## config.mk

```make
export PLATFORM = sky130hd
export DESIGN_NAME = ntt_layer_scheduler
export DESIGN_NICKNAME = d
export VERILOG_FILES = /design/src/rtl/ntt_layer_scheduler.sv
export SDC_FILE = /design/constraint.sdc
export NUM_CORES = 1
export LEC_CHECK = 0
export CELL_PAD_IN_SITES_DETAIL_PLACEMENT = 0
export CELL_PAD_IN_SITES_GLOBAL_PLACEMENT = 2
export CORE_ASPECT_RATIO = 1.2
export CORE_MARGIN = 3
export CORE_UTILIZATION = 36
export CTS_CLUSTER_DIAMETER = 150
export DETAILED_ROUTE_END_ITERATION = 16
export HOLD_SLACK_MARGIN = 0.15
export PLACE_DENSITY_LB_ADDON = 0.05
export RECOVER_POWER = 25
export REMOVE_ABC_BUFFERS = 1
export SLEW_MARGIN = 20
export SYNTH_ARGS = -nofsm -noshare
export SYNTH_HDL_FRONTEND = slang
export SYNTH_SLANG_ARGS = --single-unit
```

## constraint.sdc

```tcl
create_clock -name clk -period 6.3 [get_ports clk]
set_input_delay 1.26 -clock clk [delete_from_list [all_inputs] [get_ports clk]]
set_output_delay 1.26 -clock clk [all_outputs]
set_load 0.02 [all_outputs]
```

## src/rtl/ntt_layer_scheduler.sv

```systemverilog
// ntt_layer_scheduler
// Beat sequencer for the in-place Kyber forward NTT (Cooley-Tukey, LOG_N-1 layers of N/2
// butterflies). Each accepted beat carries the U/V RAM addresses, the zeta ROM index and
// the layer number. After the last beat of a layer the scheduler idles PIPE_DEPTH cycles
// so the datapath can write results back before the next layer reads them.
// Every output comes straight from a flop. The flops load values computed from the next
// layer/beat counters, so the outputs always describe the beat currently on offer.
module ntt_layer_scheduler #(
   parameter int LOG_N      = 8,
   parameter int PIPE_DEPTH = 4
) (
   input  logic             clk,
   input  logic             rst,
   input  logic             start_i,
   input  logic             abort_i,
   input  logic             bf_ready_i,
   output logic             bf_valid_o,
   output logic [LOG_N-1:0] addr_u_o,
   output logic [LOG_N-1:0] addr_v_o,
   output logic [LOG_N-2:0] zeta_idx_o,
   output logic [2:0]       layer_o,
   output logic             last_beat_o,
   output logic             busy_o,
   output logic             done_o
);

   localparam int HALF = 1 << (LOG_N - 1);
   localparam int DW   = (PIPE_DEPTH > 1) ? $clog2(PIPE_DEPTH) : 1;

   localparam logic [LOG_N-2:0] B_LAST    = (LOG_N-1)'(HALF - 1);
   localparam logic [2:0]       L_LAST    = 3'(LOG_N - 2);
   localparam logic [DW-1:0]    D_LAST    = DW'((PIPE_DEPTH > 0) ? PIPE_DEPTH - 1 : 0);
   localparam bit               HAS_DRAIN = (PIPE_DEPTH > 0);

   typedef enum logic [1:0] {
      ST_IDLE  = 2'd0,
      ST_ISSUE = 2'd1,
      ST_DRAIN = 2'd2,
      ST_DONE  = 2'd3
   } state_t;

   state_t           state_q, state_d;
   logic [2:0]       layer_q, layer_d;
   logic [LOG_N-2:0] beat_q,  beat_d;
   logic [DW-1:0]    drain_q, drain_d;

   logic             valid_q,  valid_d;
   logic [LOG_N-1:0] addr_u_q, addr_u_d;
   logic [LOG_N-1:0] addr_v_q, addr_v_d;
   logic [LOG_N-2:0] zeta_q,   zeta_d;
   logic [2:0]       lay_o_q,  lay_o_d;
   logic             last_q,   last_d;
   logic             busy_q,   busy_d;
   logic             done_q,   done_d;

   // Butterfly half-distance of layer l: len = N >> (l+1).
   function automatic logic [LOG_N-1:0] calc_len(input logic [2:0] l);
      return LOG_N'(HALF) >> l;
   endfunction

   // Butterfly group of beat b in layer l: g = b >> (LOG_N-1-l).
   function automatic logic [LOG_N-1:0] calc_group(input logic [2:0] l,
                                                   input logic [LOG_N-2:0] b);
      return {1'b0, b} >> (4'(LOG_N - 1) - {1'b0, l});
   endfunction

   // U address: g*2*len + j, where 2*len = N >> l and j = b mod len.
   function automatic logic [LOG_N-1:0] calc_addr_u(input logic [2:0] l,
                                                    input logic [LOG_N-2:0] b);
      logic [LOG_N-1:0] g;
      logic [LOG_N-1:0] j;
      g = calc_group(l, b);
      j = {1'b0, b} & (calc_len(l) - LOG_N'(1));
      return (g << (4'(LOG_N) - {1'b0, l})) + j;
   endfunction

   // V address sits len words above U.
   function automatic logic [LOG_N-1:0] calc_addr_v(input logic [2:0] l,
                                                    input logic [LOG_N-2:0] b);
      return calc_addr_u(l, b) + calc_len(l);
   endfunction

   // Zeta ROM index: layer l uses entries 2^l .. 2^(l+1)-1, one per group.
   function automatic logic [LOG_N-2:0] calc_zeta(input logic [2:0] l,
                                                  input logic [LOG_N-2:0] b);
      return (LOG_N-1)'((LOG_N'(1) << l) + calc_group(l, b));
   endfunction

   // Sequencer state and counters; async reset clears everything.
   always_ff @(posedge clk or posedge rst) begin
      if (rst) begin
         state_q <= ST_IDLE;
         layer_q <= 3'd0;
         beat_q  <= '0;
         drain_q <= '0;
      end else begin
         state_q <= state_d;
         layer_q <= layer_d;
         beat_q  <= beat_d;
         drain_q <= drain_d;
      end
   end

   // Next-state and counter logic. abort wins over start and over a concurrent transfer.
   always_comb begin
      state_d = state_q;
      layer_d = layer_q;
      beat_d  = beat_q;
      drain_d = drain_q;
      case (state_q)
         ST_IDLE: begin
            if (abort_i) begin
               state_d = ST_IDLE;
               layer_d = 3'd0;
               beat_d  = '0;
               drain_d = '0;
            end else if (start_i) begin
               state_d = ST_ISSUE;
               layer_d = 3'd0;
               beat_d  = '0;
               drain_d = '0;
            end else begin
               state_d = ST_IDLE;
            end
         end
         ST_ISSUE: begin
            if (abort_i) begin
               state_d = ST_IDLE;
               layer_d = 3'd0;
               beat_d  = '0;
               drain_d = '0;
            end else if (bf_ready_i) begin
               if (beat_q == B_LAST) begin
                  beat_d  = '0;
                  drain_d = '0;
                  if (HAS_DRAIN) begin
                     state_d = ST_DRAIN;
                  end else if (layer_q == L_LAST) begin
                     state_d = ST_DONE;
                     layer_d = 3'd0;
                  end else begin
                     state_d = ST_ISSUE;
                     layer_d = layer_q + 3'd1;
                  end
               end else begin
                  beat_d = beat_q + (LOG_N-1)'(1);
               end
            end else begin
               state_d = ST_ISSUE;
            end
         end
         ST_DRAIN: begin
            if (abort_i) begin
               state_d = ST_IDLE;
               layer_d = 3'd0;
               beat_d  = '0;
               drain_d = '0;
            end else if (drain_q == D_LAST) begin
               drain_d = '0;
               if (layer_q == L_LAST) begin
                  state_d = ST_DONE;
                  layer_d = 3'd0;
               end else begin
                  state_d = ST_ISSUE;
                  layer_d = layer_q + 3'd1;
               end
            end else begin
               drain_d = drain_q + DW'(1);
            end
         end
         ST_DONE: begin
            state_d = ST_IDLE;
            layer_d = 3'd0;
            beat_d  = '0;
            drain_d = '0;
         end
         default: begin
            state_d = ST_IDLE;
            layer_d = 3'd0;
            beat_d  = '0;
            drain_d = '0;
         end
      endcase
   end

   // Output values for the coming cycle, derived from the next state and counters.
   always_comb begin
      valid_d  = 1'b0;
      addr_u_d = '0;
      addr_v_d = '0;
      zeta_d   = '0;
      lay_o_d  = 3'd0;
      last_d   = 1'b0;
      busy_d   = 1'b0;
      done_d   = 1'b0;
      if (state_d == ST_ISSUE) begin
         valid_d  = 1'b1;
         addr_u_d = calc_addr_u(layer_d, beat_d);
         addr_v_d = calc_addr_v(layer_d, beat_d);
         zeta_d   = calc_zeta(layer_d, beat_d);
         last_d   = (beat_d == B_LAST);
      end else begin
         valid_d  = 1'b0;
      end
      if ((state_d == ST_ISSUE) || (state_d == ST_DRAIN)) begin
         lay_o_d = layer_d;
         busy_d  = 1'b1;
      end else begin
         busy_d  = 1'b0;
      end
      if (state_d == ST_DONE) begin
         done_d = 1'b1;
      end else begin
         done_d = 1'b0;
      end
   end

   // Output registers.
   always_ff @(posedge clk or posedge rst) begin
      if (rst) begin
         valid_q  <= 1'b0;
         addr_u_q <= '0;
         addr_v_q <= '0;
         zeta_q   <= '0;
         lay_o_q  <= 3'd0;
         last_q   <= 1'b0;
         busy_q   <= 1'b0;
         done_q   <= 1'b0;
      end else begin
         valid_q  <= valid_d;
         addr_u_q <= addr_u_d;
         addr_v_q <= addr_v_d;
         zeta_q   <= zeta_d;
         lay_o_q  <= lay_o_d;
         last_q   <= last_d;
         busy_q   <= busy_d;
         done_q   <= done_d;
      end
   end

   assign bf_valid_o  = valid_q;
   assign addr_u_o    = addr_u_q;
   assign addr_v_o    = addr_v_q;
   assign zeta_idx_o  = zeta_q;
   assign layer_o     = lay_o_q;
   assign last_beat_o = last_q;
   assign busy_o      = busy_q;
   assign done_o      = done_q;

endmodule

```

==> impl_metrics.toml, run 1 <==
[setup_path]
r2r-end = "addr_v_o[7]"
rr_worst_depth = 24
setup.worst_path.end_class = "register"
worst-path-buf-inv = 4
crit_arrival_ps = 6010
crit_type = "in2reg"
crit_fanout = 9
worstReg2RegStart = "state_q[1]"
crit_path_start_kind = "input pin"
critical-path-top-delay-family = "compound AO/OA/AOI/OAI gates"
worstPathRequired_ps = 6490
worst_path_max_delay_cell = "clkdlybuf4s50_1"
r2r_slack_ps = 1260
max_stage_delay_ps = 510

[logic_synthesis]
ys_seq_area_frac = 0.310
ys_ff_latch = 44
synth_most_common_cell = "dfrtp_1"
synthTopCellsByArea = "dfrtp_1 31%, ha_1 11%, and2_1 3.3%, nor2_1 3.3%, xnor2_1 3.0%"
synth_edf_count = 0
syn_avg_cell_area_um2 = 9.18
synthArstFlopShare = 1.00
yosysTopAreaCellShare = 0.310
synth.distinct_cells = 72
ys_top_cells_by_count = "44 x dfrtp_1, 31 x ha_1, 31 x nor2_1"
yosysTopAreaCell = "dfrtp_1"
syn_area_um2 = 3550
syn_inst = 387
synth_flop_cell = "dfrtp_1"
yosysWarningCount = 0

[timing]
rsz0062_at_grt = "no"
finalCriticalPeriod_ps = 5830
hold_violations = 0
worstMarginPinSlew_ps = 1700
drv_slew = 45
setup-violations-final = 0
timing.fmax_mhz = 172
slew_headroom = -0.132
period_share = 0.925
fin_skew_ps = 6.17

[drt]
dr.pass1.iters = 4
viasPerCell = 5.16
drtIter0Drc = 98
finalWirelength_um = 8870
drc = 0
vias = 2924
post_drt_wl_per_cell_um = 15.6
ant_nets = 0

[pwr]
power_switching_mw = 0.144
power_frac_seq = 0.457
internal_power_mw = 0.494
leakage_nw = 2.11
power_frac_comb = 0.083
switching_share = 0.225
clkPwrFrac = 0.460
power_density_nw_per_um2 = 146
irDropWorstVdd_mv = 0.106

[cells_and_area]
stdcell_count = 567
layout-drive-gt1-share = 0.162
diodes = 0
area_growth_pct = 23.3
final_nets = 482
final_core_utilization = 0.458

[die]
initial_core_util = 0.372
die_y_um = 115
dieArea_um2 = 11100
io_pins = 35
placementRows = 39
fp.coreArea_um2 = 9560
die_w_um = 96.7

[clock_tree]
cts_buffer_depth = 2
cts_hold_buf = 0
clkSinkCount = 44
clk_pin_slew_ps = 60
cts-root-buf = "clkbuf_16"
cts_inserted_buffers = 5
cts_tree = "built"
clk_latency_ps = 290
h-tree-depth = 2

[min_path]
hold_end = "drain_q[1]"
min_delay_path_depth = 1
min_path_type = "reg2reg"
min_from = "drain_q[1]"

[placement]
place_congestion = 0.823
dp.cells = 556
post-dp-hpwl_um = 6900
numPortBuffers = 34

[global_routing]
grt_max_degree = 45
antenna_found_initial = 0
grt_pass1_vias = 3011
grt_usage = 0.167
grt_pass1_wl_um = 14900
grt_overflow = 0

[status]
violations = "capacitance limit, slew limit"
outcome = "complete, but fails checks"

[run]
max-cap-violations = 1
[registers in the layout, indices dropped and copies added, names as in the netlist]
name	flops
zeta_idx_o	7
addr_v_o	8
beat_q	7
last_beat_o	1
state_q	2
addr_u_o	8
layer_q	3
layer_o	3
busy_o	1
done_o	1
drain_q	2
bf_valid_o	1
[power by group through the flow]
| stage | clock network, mW | logic, mW | registers, mW |
|---|---|---|---|
| finish | 0.293 | 0.0531 | 0.291 |
| global route | 0.314 | 0.0594 | 0.292 |
| CTS | 0.305 | 0.0538 | 0.291 |
| detailed placement | 0 | 0.0536 | 0.297 |
| global placement | 0 | 0.0537 | 0.297 |
| floorplan | 0 | 0.0274 | 0.299 |
[layout make-up]
cell class | count | area [um2]
well taps | 123 | 154
inverters | 25 | 96.3
fillers | 959 | 5180
clock inverters | 2 | 35.0
repair buffers | 66 | 583
multi-input cells | 301 | 2280
clock buffers | 6 | 129
flip-flops and latches | 44 | 1100
[worst max path at each step]
stage	to	depth (start not counted)	slack [ps]	startpoint
after floorplan	addr_v_o[7]	20	250	start_i
after global placement	addr_v_o[7]	24	-30	abort_i
after detailed placement	addr_v_o[7]	24	9	abort_i
after CTS	addr_v_o[7]	24	280	abort_i
after global routing	addr_v_o[7]	25	20	abort_i
final	addr_v_o[7]	25	470	abort_i
[per-layer routing]
metal	up-vias	track usage	wire [um]
li1	1469	-	-
met1	1403	0.194	3840
met2	37	0.305	4630
met3	15	0.0243	161
met4	0	0.0730	239
met5	-	0	0
[placed cells by master, fill, tap and decap left out, types with 2 or more instances in the layout]
master and count:
nor3_1 10, o22ai_1 2, nor3b_1 4, a2bb2oi_1 2, a22o_1 3, o21a_1 2, ha_1 31, nor4_1 2
a31oi_4 4, and2_1 19, xor2_1 9, o21ai_1 7, buf_4 32, clkdlybuf4s50_1 32, inv_2 4, a211oi_1 4
o21ai_2 2, o21bai_1 2, xnor2_1 12, nor2_1 31, a21o_1 8, nand3_1 11, o21ai_0 11, a21oi_1 18
and3_4 3, mux2i_1 4, and3_1 4, nor2b_1 13, nand4_1 4, o31ai_1 2, dfrtp_1 44, fa_1 3
clkbuf_16 5, nand2_1 24, inv_1 20, a31oi_1 4, nand2b_1 11, or3_1 3
[stage by stage]
step                setup slack, ps  total power [mW]  TNS [ps]  hold slack [ps]  instance area [um2]
CTS                             283             0.650         0              522                 4340
detailed placement             8.87             0.350         0              503                 4170
finish                          475             0.638         0              514                 4380
floorplan                       247             0.326         0              470                 3460
global route                   17.0             0.666         0              536                 4380
global placement              -33.7             0.350     -33.7              492                 4170
[cells by family (layout without fill, tap and decap cells)]
group / after synthesis / in the layout / share of synthesized area
buf+inv: 42 / 99 / 0.0528
compound gates: 89 / 89 / 0.203
flops: 44 / 44 / 0.310
simple gates: 150 / 150 / 0.235
mux: 7 / 7 / 0.0215
xor+xnor: 21 / 21 / 0.0518
fa+ha+maj: 34 / 34 / 0.126
[what timing repair did]
item                                    in CTS  in global routing
resized for setup                            0                  6
buffers inserted                             0                  3
endpoints found under the setup margin       0                  1
Power figures use the tool's default switching activity.
==> run 2: changes to the inputs <==
--- a/config.mk
+++ b/config.mk
@@ -14,7 +14,7 @@
 export DETAILED_ROUTE_END_ITERATION = 16
 export HOLD_SLACK_MARGIN = 0.15
 export PLACE_DENSITY_LB_ADDON = 0.05
-export RECOVER_POWER = 25
+export RECOVER_POWER = 50
 export REMOVE_ABC_BUFFERS = 1
 export SLEW_MARGIN = 20
 export SYNTH_ARGS = -nofsm -noshare
==> run 2 against run 1 <==
The run still ends with capacitance limit, slew limit left. Design area unchanged. Die area unchanged. Count of clock-buffer cells in the layout stayed put. Largest cell class unchanged. Worst hold slack barely moved. Combinational power decreased by 0.8%. Critical path depth stayed put. Global-route usage unchanged. Clock power about the same. Non-clock buffer count stayed put. Flip-flop and latch count did not move. Setup slack got worse by 2.1 ps. Wire length up 0.19%.
==> impl_metrics.toml, run 2 (synthesized netlist as in run 1, its figures left out) <==
[global_routing]
grt_pass1_vias = 3011
grt_usage = 0.167
grt_max_degree = 45
antenna_found_initial = 0
grt_overflow = 0
grt_pass1_wl_um = 14900

[status]
violations = "capacitance limit, slew limit"
outcome = "complete, but fails checks"

[setup_path]
cp.depth = 25
crit_path_end = "addr_v_o[7]"
crit_fanout = 9
worstReg2RegStart = "state_q[1]"
r2r-end = "addr_v_o[7]"
startpoint = "abort_i"
setup.worst_path.end_class = "register"
crit_path_start_kind = "input pin"
rr_worst_depth = 24
crit_type = "in2reg"
worst_path_max_delay_cell = "clkdlybuf4s50_1"
critical-path-top-delay-family = "compound AO/OA/AOI/OAI gates"
r2r_slack_ps = 1260
max_stage_delay_ps = 510
worst-path-buf-inv = 4
crit_arrival_ps = 6010
worstPathRequired_ps = 6490

[timing]
setup-violations-final = 0
timing.fmax_mhz = 172
hold_violations = 0
rsz0062_at_grt = "no"
worstMarginPinSlew_ps = 1700
drv_slew = 45
fin_skew_ps = 7.12
finalHoldWorstSlack_ps = 514
period_share = 0.925
slew_headroom = -0.132
finalCriticalPeriod_ps = 5830

[cells_and_area]
diodes = 0
final.fill_count = 959
layout-drive-gt1-share = 0.162
mostFrequentLayoutCells = "44 x dfrtp_1, 32 x buf_4, 31 x nor2_1, 31 x ha_1, 24 x nand2_1"
area_growth_pct = 23.3
final_nets = 482
stdcell_count = 567
final_common_cell = "dfrtp_1"

[placement]
post-dp-hpwl_um = 6900
numPortBuffers = 34
dp.cells = 556
place_congestion = 0.823

[clock_tree]
cts_tree = "built"
cts_inserted_buffers = 5
clk_latency_ps = 290
clk_pin_slew_ps = 60
h-tree-depth = 2
clkSinkCount = 44
cts-root-buf = "clkbuf_16"
cts_buffer_depth = 2

[drt]
drc = 0
viasPerCell = 5.18
post_drt_wl_per_cell_um = 15.7
finalWirelength_um = 8890
vias = 2936
ant_nets = 0
drtIter0Drc = 89
dr.pass1.iters = 4

[die]
placementRows = 39
dieArea_um2 = 11100
io_pins = 35
die_y_um = 115
die_w_um = 96.7
initial_core_util = 0.372
fp.coreArea_um2 = 9560

[pwr]
power_density_nw_per_um2 = 146
irDropWorstVdd_mv = 0.106
leakage_nw = 2.15

[min_path]
min_path_type = "reg2reg"

[run]
max-cap-violations = 1
==> run 2: cell count changes in the layout (fill, tap and decap cells not counted), sizes merged <==
cell and change:
clkdlybuf4s50 -13, dlygate4sd3 +13
==> run 2: metal layers <==
layer  up-vias  part of all wire  GRT usage
li1       1469                 -          -
met1      1409              0.43      0.194
met2        39              0.52      0.305
met3        19             0.019     0.0243
met4         0             0.027     0.0730
met5         -                 0          0
==> run 2: cell type report <==
| class | instances | area (um2) | share of cell area |
|---|---|---|---|
| clock buffer | 6 | 129 | 0.0294 |
| clock inverter | 2 | 35.0 | 0.00800 |
| inverter | 25 | 96.3 | 0.0220 |
| multi-input combinational | 301 | 2280 | 0.521 |
| sequential | 44 | 1100 | 0.251 |
| tap | 123 | 154 | 0.0351 |
| timing repair buffer | 66 | 583 | 0.133 |
==> run 2: how the worst min path moves through the flow <==
stage / start / cells past startpoint / slack, ps / to
after floorplan: drain_q[1] / 1 / 470 / drain_q[1]
after detailed placement: drain_q[1] / 1 / 500 / drain_q[1]
after CTS: drain_q[1] / 1 / 520 / drain_q[1]
final: drain_q[1] / 1 / 510 / drain_q[1]
after global routing: drain_q[1] / 1 / 540 / drain_q[1]
after global placement: drain_q[1] / 1 / 490 / drain_q[1]
==> run 2: repair_timing <==
action	CTS	global route
setup endpoints to repair	0	1
gates resized for setup	0	6
hold buffers	0	0
buffers inserted	0	3
==> run 2: metrics by stage <==
stage | utilization | power, mW | setup WS (ps) | area [um2] | TNS [ps]
6_report | 0.458 | 0.638 | 472 | 4380 | 0
5_1_grt | 0.458 | 0.665 | 17.0 | 4380 | 0
4_1_cts | 0.453 | 0.650 | 283 | 4340 | 0
3_5_place_dp | 0.436 | 0.350 | 8.87 | 4170 | 0
3_3_place_gp | 0.436 | 0.350 | -33.7 | 4170 | -33.7
2_1_floorplan | - | 0.326 | 247 | 3460 | 0
==> run 2: report_power, final <==
part	leakage [nW]	switching (mW)	total [mW]	internal [mW]
logic	1.46	0.0324	0.0527	0.0202
registers	0.608	0.00450	0.291	0.287
clock network	0.0808	0.108	0.294	0.187
total	2.15	0.144	0.638	0.493
==> run 3: changes to the inputs <==
--- a/config.mk
+++ b/config.mk
@@ -5,6 +5,7 @@
 export SDC_FILE = /design/constraint.sdc
 export NUM_CORES = 1
 export LEC_CHECK = 0
+export ABC_CLOCK_PERIOD_IN_PS = 6300
 export CELL_PAD_IN_SITES_DETAIL_PLACEMENT = 0
 export CELL_PAD_IN_SITES_GLOBAL_PLACEMENT = 2
 export CORE_ASPECT_RATIO = 1.2
@@ -12,6 +13,7 @@
 export CORE_UTILIZATION = 36
 export CTS_CLUSTER_DIAMETER = 150
 export DETAILED_ROUTE_END_ITERATION = 16
+export GPL_ROUTABILITY_DRIVEN = 0
 export HOLD_SLACK_MARGIN = 0.15
 export PLACE_DENSITY_LB_ADDON = 0.05
 export RECOVER_POWER = 50
==> run 3 against run 2 <==
The flow still finishes with violations (capacitance limit, slew limit). Setup slack worse by 6.1 ps. Design area decreased by 0.14%. Non-clock buffer count up 1. Worst hold slack lost 7.8 ps. Sequential share of layout area about the same. Largest cell class unchanged.
==> impl_metrics.toml, run 3 (synthesized netlist as in run 1, its figures left out) <==
[timing]
finalCriticalPeriod_ps = 5830
slew_headroom = -0.115
fin_skew_ps = 2.74
finalHoldWorstSlack_ps = 506
hold_violations = 0
period_share = 0.926
setup-violations-final = 0
worstMarginPinSlew_ps = 1670
timing.fmax_mhz = 171
rsz0062_at_grt = "no"
drv_slew = 45

[drt]
dr.pass1.iters = 4
ant_nets = 0
finalWirelength_um = 8850
vias = 2945
drtIter0Drc = 97
post_drt_wl_per_cell_um = 15.6
drc = 0
viasPerCell = 5.18

[status]
outcome = "complete, but fails checks"
violations = "capacitance limit, slew limit"

[pwr]
irDropWorstVdd_mv = 0.0993
power_mw = 0.632
power_density_nw_per_um2 = 145
leakage_nw = 2.16

[setup_path]
worstPathRequired_ps = 6490
crit_path_start_kind = "input pin"
crit_fanout = 12
critical-path-top-delay-family = "compound AO/OA/AOI/OAI gates"
crit_arrival_ps = 6020
crit_type = "in2reg"
max_stage_delay_ps = 600
worst-path-buf-inv = 3
worst_path_max_delay_cell = "clkdlybuf4s50_1"
setup.worst_path.end_class = "register"
cp_cell_sequence = "clkdlybuf4s50_1 -> o21ai_1 -> nor4bb_1 -> a31oi_1 -> a2111oi_2 -> a211o_2 -> mux2i_2 -> or3_1 -> inv_2 -> ha_1 -> a21o_1 -> a21oi_1 -> nor2b_1 -> o21a_1 -> nor2_1 -> xnor2_1 -> ha_1 -> inv_1 -> o21bai_1 -> a21oi_1 -> xnor2_1 -> nand2_1 -> o41ai_2"

[die]
initial_core_util = 0.372
placementRows = 39
die_w_um = 96.7
fp.coreArea_um2 = 9560
die_y_um = 115
io_pins = 35
dieArea_um2 = 11100

[cells_and_area]
stdcell_count = 568
diodes = 0
final_core_utilization = 0.457
final_common_cell = "dfrtp_1"
final_nets = 483
mostFrequentLayoutCells = "44 x dfrtp_1, 33 x buf_4, 31 x nor2_1, 31 x ha_1, 25 x nand2_1"
area_growth_pct = 23.1
layout-drive-gt1-share = 0.162

[placement]
numPortBuffers = 34
dp.cells = 557
post-dp-hpwl_um = 6910

[global_routing]
grt_pass1_vias = 2940
antenna_found_initial = 0
grt_overflow = 0
grt_max_degree = 45
grt_usage = 0.165
grt_pass1_wl_um = 14800

[min_path]
min_path_type = "reg2reg"

[clock_tree]
cts_inserted_buffers = 5
cts_buffer_depth = 2
clk_pin_slew_ps = 60
clk_latency_ps = 280
clkSinkCount = 44
cts_tree = "built"
h-tree-depth = 2
cts-root-buf = "clkbuf_16"

[run]
max-cap-violations = 1
## run 3: through the flow
stage / setup TNS [ps] / setup WS (ps) / area (um2)
finish: 0 / 466 / 4380
global route: 0 / 16.8 / 4380
global placement: -62.9 / -62.9 / 4180
CTS: 0 / 212 / 4340
floorplan: 0 / 247 / 3460
detailed placement: -54.7 / -54.7 / 4180
## run 3: final cells by class
class / instances / area [um2]
Clock buffer: 6 / 129
Clock inverter: 2 / 35.0
Fill cell: 959 / 5190
Inverter: 25 / 93.8
Multi-Input combinational cell: 301 / 2270
Sequential cell: 44 / 1100
Tap cell: 123 / 154
Timing Repair Buffer: 67 / 591
## run 3: repair_timing
item,CTS,global route
resized for setup,0,2
setup buffers,0,3
setup endpoints to repair,0,1
hold buffers,0,0
## run 3: power breakdown
part / internal (mW) / switching [mW]
Clock: 0.186 / 0.103
Combinational: 0.0204 / 0.0315
Sequential: 0.287 / 0.00456
Total: 0.493 / 0.139
## run 3: layer usage
layer  GRT usage  up-vias  share of wire
li1            -     1474              -
met5           0        -              0
met2       0.302       40           0.52
met1       0.201     1419           0.44
met3      0.0212       12          0.018
met4      0.0599        0          0.023
## run 3: path summary, 6_finish.rpt
path                       slack [ps]  cells past startpoint             to        from
max reg2reg                      1220                     24    addr_v_o[7]  state_q[0]
max                               470                     23    addr_v_o[7]  bf_ready_i
max in group asynchronous        3380                      2  zeta_idx_o[1]         rst
min                               510                      1     drain_q[1]  drain_q[1]
min in group asynchronous        1930                      2         done_o         rst
min reg2reg                       510                      1     drain_q[1]  drain_q[1]
